==> config.mk <==
export PLATFORM = sky130hd
export DESIGN_NAME = pwm_bridge_generator
export DESIGN_NICKNAME = d
export VERILOG_FILES = /design/src/rtl/bldc_pwm_pkg.sv /design/src/rtl/pwm_deadtime.sv /design/src/rtl/pwm_bridge_generator.sv
export SDC_FILE = /design/constraint.sdc
export NUM_CORES = 1
export LEC_CHECK = 0
export BUFFER_PORTS_ARGS = -buffer_cell sky130_fd_sc_hd__buf_2
export CORE_ASPECT_RATIO = 1.5
export CORE_MARGIN = 1.5
export CORE_UTILIZATION = 39
export DETAILED_ROUTE_END_ITERATION = 7
export SYNTH_ARGS = -nofsm -noshare
export SYNTH_HDL_FRONTEND = slang
export SYNTH_SLANG_ARGS = --single-unit
==> constraint.sdc <==
create_clock -name pwm_clk -period 2.9 [get_ports pwm_clk]
set_input_delay 0.29 -clock pwm_clk [delete_from_list [all_inputs] [get_ports pwm_clk]]
set_output_delay 0.29 -clock pwm_clk [all_outputs]
set_load 0.01 [all_outputs]
==> src/rtl/bldc_pwm_pkg.sv <==
// Shared types for the bridge PWM generator: counter direction, dead-time
// state and the duty clamp helper.
package bldc_pwm_pkg;

  typedef enum logic {
    UP,
    DOWN
  } dir_t;

  typedef enum logic [1:0] {
    OFF,
    HI,
    LO,
    WAIT
  } dt_state_t;

  function automatic int unsigned clamp_duty(input int unsigned duty, input int unsigned limit);
    return (duty > limit) ? limit : duty;
  endfunction

endpackage

==> src/rtl/pwm_deadtime.sv <==
// Per-channel dead-time inserter: both gates off for dead_ticks cycles after
// every demand change. Built only when PWM_DEADTIME_EN is defined.
`ifdef PWM_DEADTIME_EN
module pwm_deadtime
  import bldc_pwm_pkg::*;
#(
  parameter int unsigned dead_ticks = 10
) (
  input  logic clk,
  input  logic rst,
  input  logic run,
  input  logic raw,
  output logic hi,
  output logic lo
);

  localparam int unsigned DW = $clog2(dead_ticks + 1) + 1;
  localparam logic [DW-1:0] DEAD = DW'(dead_ticks);

  dt_state_t state, state_next;
  logic [DW-1:0] count, count_next;
  logic target, target_next;

  // Gate drives come straight off flops loaded from the next state.
  always_ff @(posedge clk) begin
    if (rst) begin
      state  <= OFF;
      count  <= '0;
      target <= 1'b0;
      hi     <= 1'b0;
      lo     <= 1'b0;
    end else begin
      state  <= state_next;
      count  <= count_next;
      target <= target_next;
      hi     <= (state_next == HI);
      lo     <= (state_next == LO);
    end
  end

  always_comb begin
    state_next  = state;
    count_next  = count;
    target_next = target;
    if (!run) begin
      state_next = OFF;
      count_next = '0;
    end else begin
      case (state)
        OFF: begin
          state_next  = WAIT;
          target_next = raw;
          count_next  = DW'(1);
        end
        HI: if (!raw) begin
          state_next  = WAIT;
          target_next = 1'b0;
          count_next  = DW'(1);
        end
        LO: if (raw) begin
          state_next  = WAIT;
          target_next = 1'b1;
          count_next  = DW'(1);
        end
        WAIT: begin
          if (raw != target) begin
            target_next = raw;
            count_next  = DW'(1);
          end else if (count >= DEAD) begin
            state_next = target ? HI : LO;
            count_next = '0;
          end else begin
            count_next = count + DW'(1);
          end
        end
        default: state_next = OFF;
      endcase
    end
  end

endmodule
`endif

==> src/rtl/pwm_bridge_generator.sv <==
// Center-aligned multi-channel half-bridge PWM with shadowed duty registers.
// Define PWM_DEADTIME_EN to build dead-time insertion per channel.
module pwm_bridge_generator
  import bldc_pwm_pkg::*;
#(
  parameter int unsigned clock_freq_hz = 100_286_000,
  parameter int unsigned pwm_freq_hz   = 100_000,
  parameter int unsigned channel_count = 3,
  parameter int unsigned dead_ticks    = 10,
  parameter int unsigned cnt_size      = $clog2(clock_freq_hz / (2 * pwm_freq_hz)) + 1
) (
  input  logic                                    pwm_clk,
  input  logic                                    rst,
  input  logic                                    enable,
  input  logic [channel_count-1:0]                channel_enable,
  input  logic                                    duty_load,
  input  logic [channel_count-1:0][cnt_size-1:0]  duty_in,
  output logic [cnt_size-1:0]                     cycle_ticks,
  output logic                                    duty_pending,
  output logic                                    period_start,
  output logic [channel_count-1:0]                pwm_hi,
  output logic [channel_count-1:0]                pwm_lo
);

  localparam int unsigned H = clock_freq_hz / (2 * pwm_freq_hz);
  localparam logic [cnt_size-1:0] H_C = cnt_size'(H);
  localparam logic [cnt_size-1:0] TOP = cnt_size'(H - 1);

  if (dead_ticks == 0) begin : g_bad_dead_ticks
    $error("dead_ticks must be at least 1");
  end

  logic [cnt_size-1:0] cnt;
  dir_t dir;
  logic boundary;
  logic [channel_count-1:0][cnt_size-1:0] shadow, active, duty_clamped;
  logic [channel_count-1:0] raw, run;

  assign cycle_ticks = H_C;
  assign boundary    = enable && (dir == DOWN) && (cnt == '0);
  assign run         = {channel_count{enable}} & channel_enable;

  // Both end values are held for one extra tick, giving a 2H-tick period.
  always_ff @(posedge pwm_clk) begin
    if (rst || !enable) begin
      cnt <= '0;
      dir <= UP;
    end else if (dir == UP) begin
      if (cnt == TOP) dir <= DOWN;
      else            cnt <= cnt + cnt_size'(1);
    end else begin
      if (cnt == '0) dir <= UP;
      else           cnt <= cnt - cnt_size'(1);
    end
  end

  always_comb begin
    duty_clamped = '0;
    raw          = '0;
    for (int unsigned i = 0; i < channel_count; i++) begin
      duty_clamped[i] = cnt_size'(clamp_duty(32'(duty_in[i]), H));
      raw[i]          = (cnt < active[i]);
    end
  end

  // A load in the boundary cycle lands in shadow after active has taken the old value.
  always_ff @(posedge pwm_clk) begin
    if (rst) begin
      shadow       <= '0;
      active       <= '0;
      duty_pending <= 1'b0;
      period_start <= 1'b0;
    end else begin
      period_start <= boundary;
      if (!enable || boundary) begin
        active       <= shadow;
        duty_pending <= 1'b0;
      end
      if (duty_load) begin
        shadow       <= duty_clamped;
        duty_pending <= 1'b1;
      end
    end
  end

`ifdef PWM_DEADTIME_EN
  for (genvar g = 0; g < channel_count; g++) begin : g_ch
    pwm_deadtime #(
      .dead_ticks(dead_ticks)
    ) u_deadtime (
      .clk (pwm_clk),
      .rst (rst),
      .run (run[g]),
      .raw (raw[g]),
      .hi  (pwm_hi[g]),
      .lo  (pwm_lo[g])
    );
  end
`else
  always_ff @(posedge pwm_clk) begin
    if (rst) begin
      pwm_hi <= '0;
      pwm_lo <= '0;
    end else begin
      pwm_hi <= run & raw;
      pwm_lo <= run & ~raw;
    end
  end
`endif

endmodule

==> results of run 1 <==
## state kept, by name (all words and copies together), names as in the netlist
name,count
pwm_hi,3
shadow,30
period_start,1
cnt,10
dir,1
duty_pending,1
pwm_lo,3
active,30
## worst reg2reg max path, delay by kind of cell, from the launching register on
kind | cells | cell delay [ns]
and+or+nand+nor | 1 | 0.06
DFF | 1 | 0.67
adders and majority gates | 1 | 0.35
xor gates and xnor gates | 1 | 0.15
AOI/OAI and AO/OA | 3 | 0.84
## worst max-delay path by stage
stage | startpoint | to | cells after the start
after floorplan | dir | cnt[9] | 6
after global placement | cnt[0] | active[6] | 5
after detailed placement | dir | cnt[8] | 6
after CTS | cnt[0] | active[25] | 5
after global routing | cnt[0] | active[25] | 5
final | dir | cnt[9] | 6
## routing by layer
layer | track usage (%) | vias up | wire, um | part of all wire [%]
met4 | 10.90 | 0 | 340 | 4.2
met5 | 0 | - | 0 | 0
li1 | - | 1625 | - | -
met1 | 19.68 | 1370 | 3680 | 46
met2 | 28.27 | 54 | 3866 | 48
met3 | 1.988 | 18 | 188 | 2.3
## cells in the final DEF (no fill, tap or decap), drive strengths merged, types with 11 or more instances in the layout
master,count
a211oi,14
inv,33
o22ai,12
nor2,56
buf,47
ha,35
a21oi,49
o21ai,11
dfxtp,79
nand2,63
## through the flow
step	worst slack (ns)	cell area (um2)
after floorplan	1.028	3860
after global placement	0.7423	4098
after detailed placement	0.6929	4098
after CTS	0.6667	4419
after global routing	0.4511	4419
final	0.7093	4419
## area by class of cell
type                            count  area share (%)
Multi-Input combinational cell    328           45.38
Sequential cell                    79           35.79
Timing Repair Buffer               47           5.493
Clock buffer                       10           5.408
Tap cell                          115           3.256
Inverter                           33           2.803
Clock inverter                      5           1.869
## kinds of logic (layout without fill, tap and decap cells)
family                   Yosys count  in the layout
AND/OR/NAND/NOR                  161            161
flip-flops                        79             79
other                              2             10
XOR/XNOR                           8              8
buffers and inverters             58             95
adder cells (fa/ha/maj)           36             36
AO/OA/AOI/OAI                    113            113
## power by group through the flow
stage	Clock, W	Combinational, W	Sequential, W
6_report	0.00120	0.000212	0.00116
2_1_floorplan	0	0.000159	0.00118
3_5_place_dp	0	0.000214	0.00119
4_1_cts	0.00123	0.000216	0.00116
3_3_place_gp	0	0.000209	0.00118
5_1_grt	0.00127	0.000243	0.00117
==> impl_metrics.env, run 1 <==
export IMPL_multi_input_area_mm2=0.002006
export IMPL_cts_sinks=79
export IMPL_dp_cells=602
export IMPL_fin_skew_ns=0.007130
export IMPL_clkPwrFrac_pct=46.7
export IMPL_hold_buffers=0
export IMPL_ir_drop_mv=0.3354
export IMPL_place_gp_congestion=0.8818
export IMPL_path_buf_inv=0
export IMPL_synthArstFlopShare_pct=0
export IMPL_p_switching_w=0.0005800
export IMPL_crit_chain="ha_1, a211oi_1, o21ai_0, a41oi_1, xnor2_1, nor2_1"
export IMPL_synth_compound_area_share_pct=18.52
export IMPL_synth_largest_area_cell="dfxtp_1"
export IMPL_cts_htree_levels=3
export IMPL_clock_latency_ns=0.34
export IMPL_synth_common_cells="dfxtp_1 (79), nand2_1 (62), nor2_1 (56), a21oi_1 (49), ha_1 (35)"
export IMPL_hpwl_mm=5.969
export IMPL_dieArea_mm2=0.01044
export IMPL_synth_top_area_share_pct=41.29
export IMPL_relSlewSlack_pct=23.55
export IMPL_crit_type="reg -> reg"
export IMPL_avgSynthCellArea_um2=8.381
export IMPL_rrSetupSlack_ns=0.71
export IMPL_grt_pass1_wl_mm=13.88
export IMPL_pwr_share_seq_pct=45.1
export IMPL_synthSimpleGateAreaFrac_pct=19.08
export IMPL_die_x_um=83.91
export IMPL_layout_nets=571
export IMPL_antenna_found_initial=0
export IMPL_finalWirelength_mm=8.076
export IMPL_cts_buffers=9
export IMPL_min_period_ns=2.191
export IMPL_ys_ff_latch=79
export IMPL_avgRoutedWirePerCell_um=13.09
export IMPL_die_h_um=124.4
export IMPL_leakagePower_nw=1.914
export IMPL_holdPathEnd="shadow[0]"
export IMPL_synth_most_common_cell="dfxtp_1"
export IMPL_numPortBuffers=44
export IMPL_worst_pin_slew_ns=1.147
export IMPL_cp_data_required_time_ns=3.12
export IMPL_regToRegStartpoint="dir"
export IMPL_drv_cap=0
export IMPL_yosysSeqAreaShare_pct=41.29
export IMPL_arrival_ns=2.41
export IMPL_reg2reg_to="cnt[9]"
export IMPL_postSynthCellCount=457
export IMPL_post_cts_buffers=0
export IMPL_power_w=0.002577
export IMPL_clockRootBuffer="clkbuf_16"
export IMPL_worst_path_largest_cell_delay_ns=0.67
export IMPL_synth_area_leaders="dfxtp_1 (41%), ha_1 (11%), a21oi_1 (6.4%), nand2_1 (6.1%), nor2_1 (5.5%)"
export IMPL_fmax_mhz=456.5
export IMPL_synth_area_mux_share_pct=0
export IMPL_drive_gt1_share_pct=13.75
export IMPL_io_pin_count=55
export IMPL_std_cell_rows=44
export IMPL_grt_total_usage_pct=16.70
export IMPL_diodes=0
export IMPL_yosysUniqueCellTypes=40
export IMPL_grt_max_degree=61
export IMPL_synth_fa_ha_area_share_pct=11.96
export IMPL_power_density_mw_per_mm2=583.2
export IMPL_final_cells=617
export IMPL_cts_tree="yes"
export IMPL_avgViaCountPerCell=4.971
export IMPL_grt_pass1_vias=2981
export IMPL_final_hold_violation_count=0
export IMPL_outcome="completed"
export IMPL_fillerInstances=965
export IMPL_final_setup_tns_ns=0
export IMPL_synth_edf_count=0
export IMPL_dr_pass1_iters=4
export IMPL_comb_power_share_pct=8.2
export IMPL_drc=0
export IMPL_setup_worst_path_end_class="register"
export IMPL_synth_top_family_by_area="simple AND/OR/NAND/NOR gates"
export IMPL_yosys_warnings=0
export IMPL_finalSetupViolCount=0
export IMPL_cp_top_family="compound AO/OA/AOI/OAI gates"
export IMPL_coreArea_mm2=0.009634
export IMPL_crit_slowest_cell="dfxtp_1"
export IMPL_initial_utilization_pct=39.75
export IMPL_cts_buffer_depth=2
export IMPL_ff2ff_path_depth=6
export IMPL_synthXorXnorAreaFrac_pct=1.829
export IMPL_cts_repair_resized=0
export IMPL_clkTransAtPathRegs_ns=0.06
export IMPL_overflow=0
export IMPL_syn2layout_area_growth_pct=15.39
export IMPL_fin_hold_ws_ns=0.1908
export IMPL_utilization_pct=45.87
export IMPL_timing_final_crit_share_pct=75.54
export IMPL_hold_path_class="in -> reg"
export IMPL_ys_flop_type="dfxtp_1"
export IMPL_drv_slew=0
export IMPL_rsz0062_at_grt="no"
export IMPL_netlist_area_mm2=0.003830
export IMPL_sw_frac_of_total_pct=22.50
export IMPL_cellInternalPower_w=0.001997
export IMPL_hold_depth=3
export IMPL_worst_setup_path_start_kind="register"
export IMPL_worstHoldStart="duty_in[0]"
export IMPL_drtIter0Drc=85
export IMPL_vias=3067
export IMPL_ant_nets=0
export IMPL_crit_fanout=14
export IMPL_regArea_mm2=0.001582
No activity file was read; power rests on OpenSTA's default activity.
==> run 2, diff against run 1 <==
- ABC_AREA: default -> 1
- clock period: 2.9 -> 1.9 ns (I/O delays scaled with it)
==> run 2 against run 1 <==
Net effect: synthesized cell count up 26%; total power up 46%; maximum frequency up 28%; combinational power up 80%; worst hold slack worse by 0.11 ns; synthesized area up 9.2%; highest routed layer unchanged.
==> impl_metrics.env, run 2 <==
export IMPL_avgViaCountPerCell=4.809
export IMPL_die_h_um=129.8
export IMPL_avgSynthCellArea_um2=7.234
export IMPL_finalSetupViolCount=0
export IMPL_final_common_cell="nor2_1"
export IMPL_synth_most_common_cell="nor2_1"
export IMPL_path_buf_inv=0
export IMPL_cts_buffers=9
export IMPL_power_density_mw_per_mm2=792.9
export IMPL_avgRoutedWirePerCell_um=12.51
export IMPL_hold_depth=3
export IMPL_post_cts_buffers=0
export IMPL_initial_utilization_pct=39.70
export IMPL_timing_final_crit_share_pct=90.08
export IMPL_synthArstFlopShare_pct=0
export IMPL_io_pin_count=55
export IMPL_ff2ff_path_depth=7
export IMPL_dr_pass1_iters=4
export IMPL_reg2reg_to="cnt[7]"
export IMPL_placed_cell_area_mm2=0.004473
export IMPL_hold_buffers=0
export IMPL_yosysUniqueCellTypes=34
export IMPL_place_gp_congestion=0.8338
export IMPL_clkTransAtPathRegs_ns=0.06
export IMPL_cp_top_family="simple AND/OR/NAND/NOR gates"
export IMPL_design_area_mm2=0.004742
export IMPL_cts_sinks=79
export IMPL_regToRegStartpoint="dir"
export IMPL_fmax_mhz=584.3
export IMPL_diodes=0
export IMPL_die_x_um=87.55
export IMPL_arrival_ns=1.97
export IMPL_clockRootBuffer="clkbuf_16"
export IMPL_crit_chain="ha_1, or2_2, nand4_1, nand2_1, nand2_1, nand2_1, a21oi_1"
export IMPL_synth_largest_area_cell="dfxtp_1"
export IMPL_grt_pass1_vias=3454
export IMPL_finalWirelength_mm=9.624
export IMPL_worst_setup_path_start_kind="register"
export IMPL_drv_cap=0
export IMPL_antenna_found_initial=0
export IMPL_overflow=0
export IMPL_vias=3698
export IMPL_rrSetupSlack_ns=0.19
export IMPL_grt_total_usage_pct=17.80
export IMPL_ys_flop_type="dfxtp_1"
export IMPL_reg_largest_list="active: 30 flops, shadow: 30 flops, cnt: 10 flops"
export IMPL_fin_hold_ws_ns=0.08007
export IMPL_drc=0
export IMPL_final_cell_mix="nor2_1 (94), inv_1 (82), nand2_1 (82)"
export IMPL_grt_max_degree=48
export IMPL_dieArea_mm2=0.01137
export IMPL_synth_edf_count=0
export IMPL_worst_path_largest_cell_delay_ns=0.55
export IMPL_worstHoldStart="channel_enable[2]"
export IMPL_numPortBuffers=44
export IMPL_holdPathEnd="pwm_lo[2]"
export IMPL_fin_skew_ns=0.006670
export IMPL_yosysSeqAreaShare_pct=37.82
export IMPL_final_setup_tns_ns=0
export IMPL_crit_fanout=9
export IMPL_grt_pass1_wl_mm=15.68
export IMPL_crit_slowest_cell="dfxtp_1"
export IMPL_ant_nets=0
export IMPL_leakagePower_nw=2.448
export IMPL_netlist_area_mm2=0.004182
export IMPL_drtIter0Drc=183
export IMPL_min_period_ns=1.712
export IMPL_hpwl_mm=7.097
export IMPL_cts_repair_resized=0
export IMPL_ys_ff_latch=79
export IMPL_cts_htree_levels=3
export IMPL_hold_path_class="in -> reg"
export IMPL_utilization_pct=45.02
export IMPL_cp_data_required_time_ns=2.16
export IMPL_crit_type="reg -> reg"
export IMPL_setup_worst_path_end_class="register"
export IMPL_std_cell_rows=46
export IMPL_synth_top_area_share_pct=37.82
export IMPL_drv_slew=0
export IMPL_fillerInstances=1065
export IMPL_synth_area_leaders="dfxtp_1 (38%), ha_1 (10%), nor2_1 (8.4%), inv_1 (7.4%), nand2_1 (7.4%)"
export IMPL_drive_gt1_share_pct=12.64
export IMPL_layout_nets=693
export IMPL_yosys_warnings=0
export IMPL_synth_common_cells="nor2_1 (94), inv_1 (82), nand2_1 (82), dfxtp_1 (79), o21ai_0 (52)"
export IMPL_coreArea_mm2=0.01053
export IMPL_postSynthCellCount=578
export IMPL_syn2layout_area_growth_pct=13.41
export IMPL_crit_path_frequent_cell="nand2_1"
export IMPL_cts_buffer_depth=2
export IMPL_clock_latency_ns=0.34
export IMPL_ir_drop_mv=0.6419
export IMPL_final_hold_violation_count=0
export IMPL_rsz0062_at_grt="no"
export IMPL_cts_tree="yes"
export IMPL_outcome="completed"
-- run 2: metal layers --
metal  share of wire [%]  vias to the layer above  global-route usage (%)  wire, um
met5                   0                        -                       0         0
met4                 3.3                        0                   10.18       315
met3                 3.6                       24                   2.720       346
met2                  50                       71                   30.68      4858
met1                  43                     1678                   20.71      4104
li1                    -                     1925                       -         -
-- run 2: kinds of logic (layout without fill, tap and decap cells) --
family          count (synthesis)  after routing  synth area share, %
fa+ha+maj                      36             36                10.95
buf+inv                       110            149                11.88
simple gates                  235            235                24.42
compound gates                113            113                14.12
xor+xnor                        3              3               0.6285
other cells                     2             10               0.1796
flops                          79             79                37.82
-- run 2: worst max path at each step --
stage                      start      to  cells after the start
after floorplan              dir  cnt[5]                      7
after global placement    cnt[1]  cnt[4]                      6
after detailed placement     dir  cnt[7]                      7
after CTS                    dir  cnt[7]                      7
after global routing      cnt[5]  cnt[9]                      8
final                        dir  cnt[7]                      7
-- run 2: stage by stage --
step                instances  setup slack, ns  power [W]
floorplan                 586           0.2482   0.002111
global placement          753           0.2309   0.002210
detailed placement        753           0.2196   0.002217
CTS                       769           0.2013   0.003793
global route              769          0.04219   0.003925
finish                    769           0.1884   0.003760
-- run 2: tightest hold or removal path, delay by kind of cell --
kind | cells | cell delay (ns)
simple gates | 1 | 0.07
buf+inv | 2 | 0.14
-- run 2: power by group --
part           internal, W  switching (W)  leakage, nW
clock             0.000919       0.000661        0.134
combinational     0.000147       0.000235         1.66
sequential         0.00175      0.0000480        0.651
total              0.00282       0.000944         2.45
-- run 2: layout make-up --
type	instances	area (um2)	share of cell area [%]
clock buffer	13	250.2	5.277
clock inverter	3	18.77	0.3958
inverter	84	320.3	6.755
multi-input combinational	397	2133	44.99
sequential	79	1582	33.35
tap	144	180.2	3.799
timing repair buffer	49	257.7	5.435
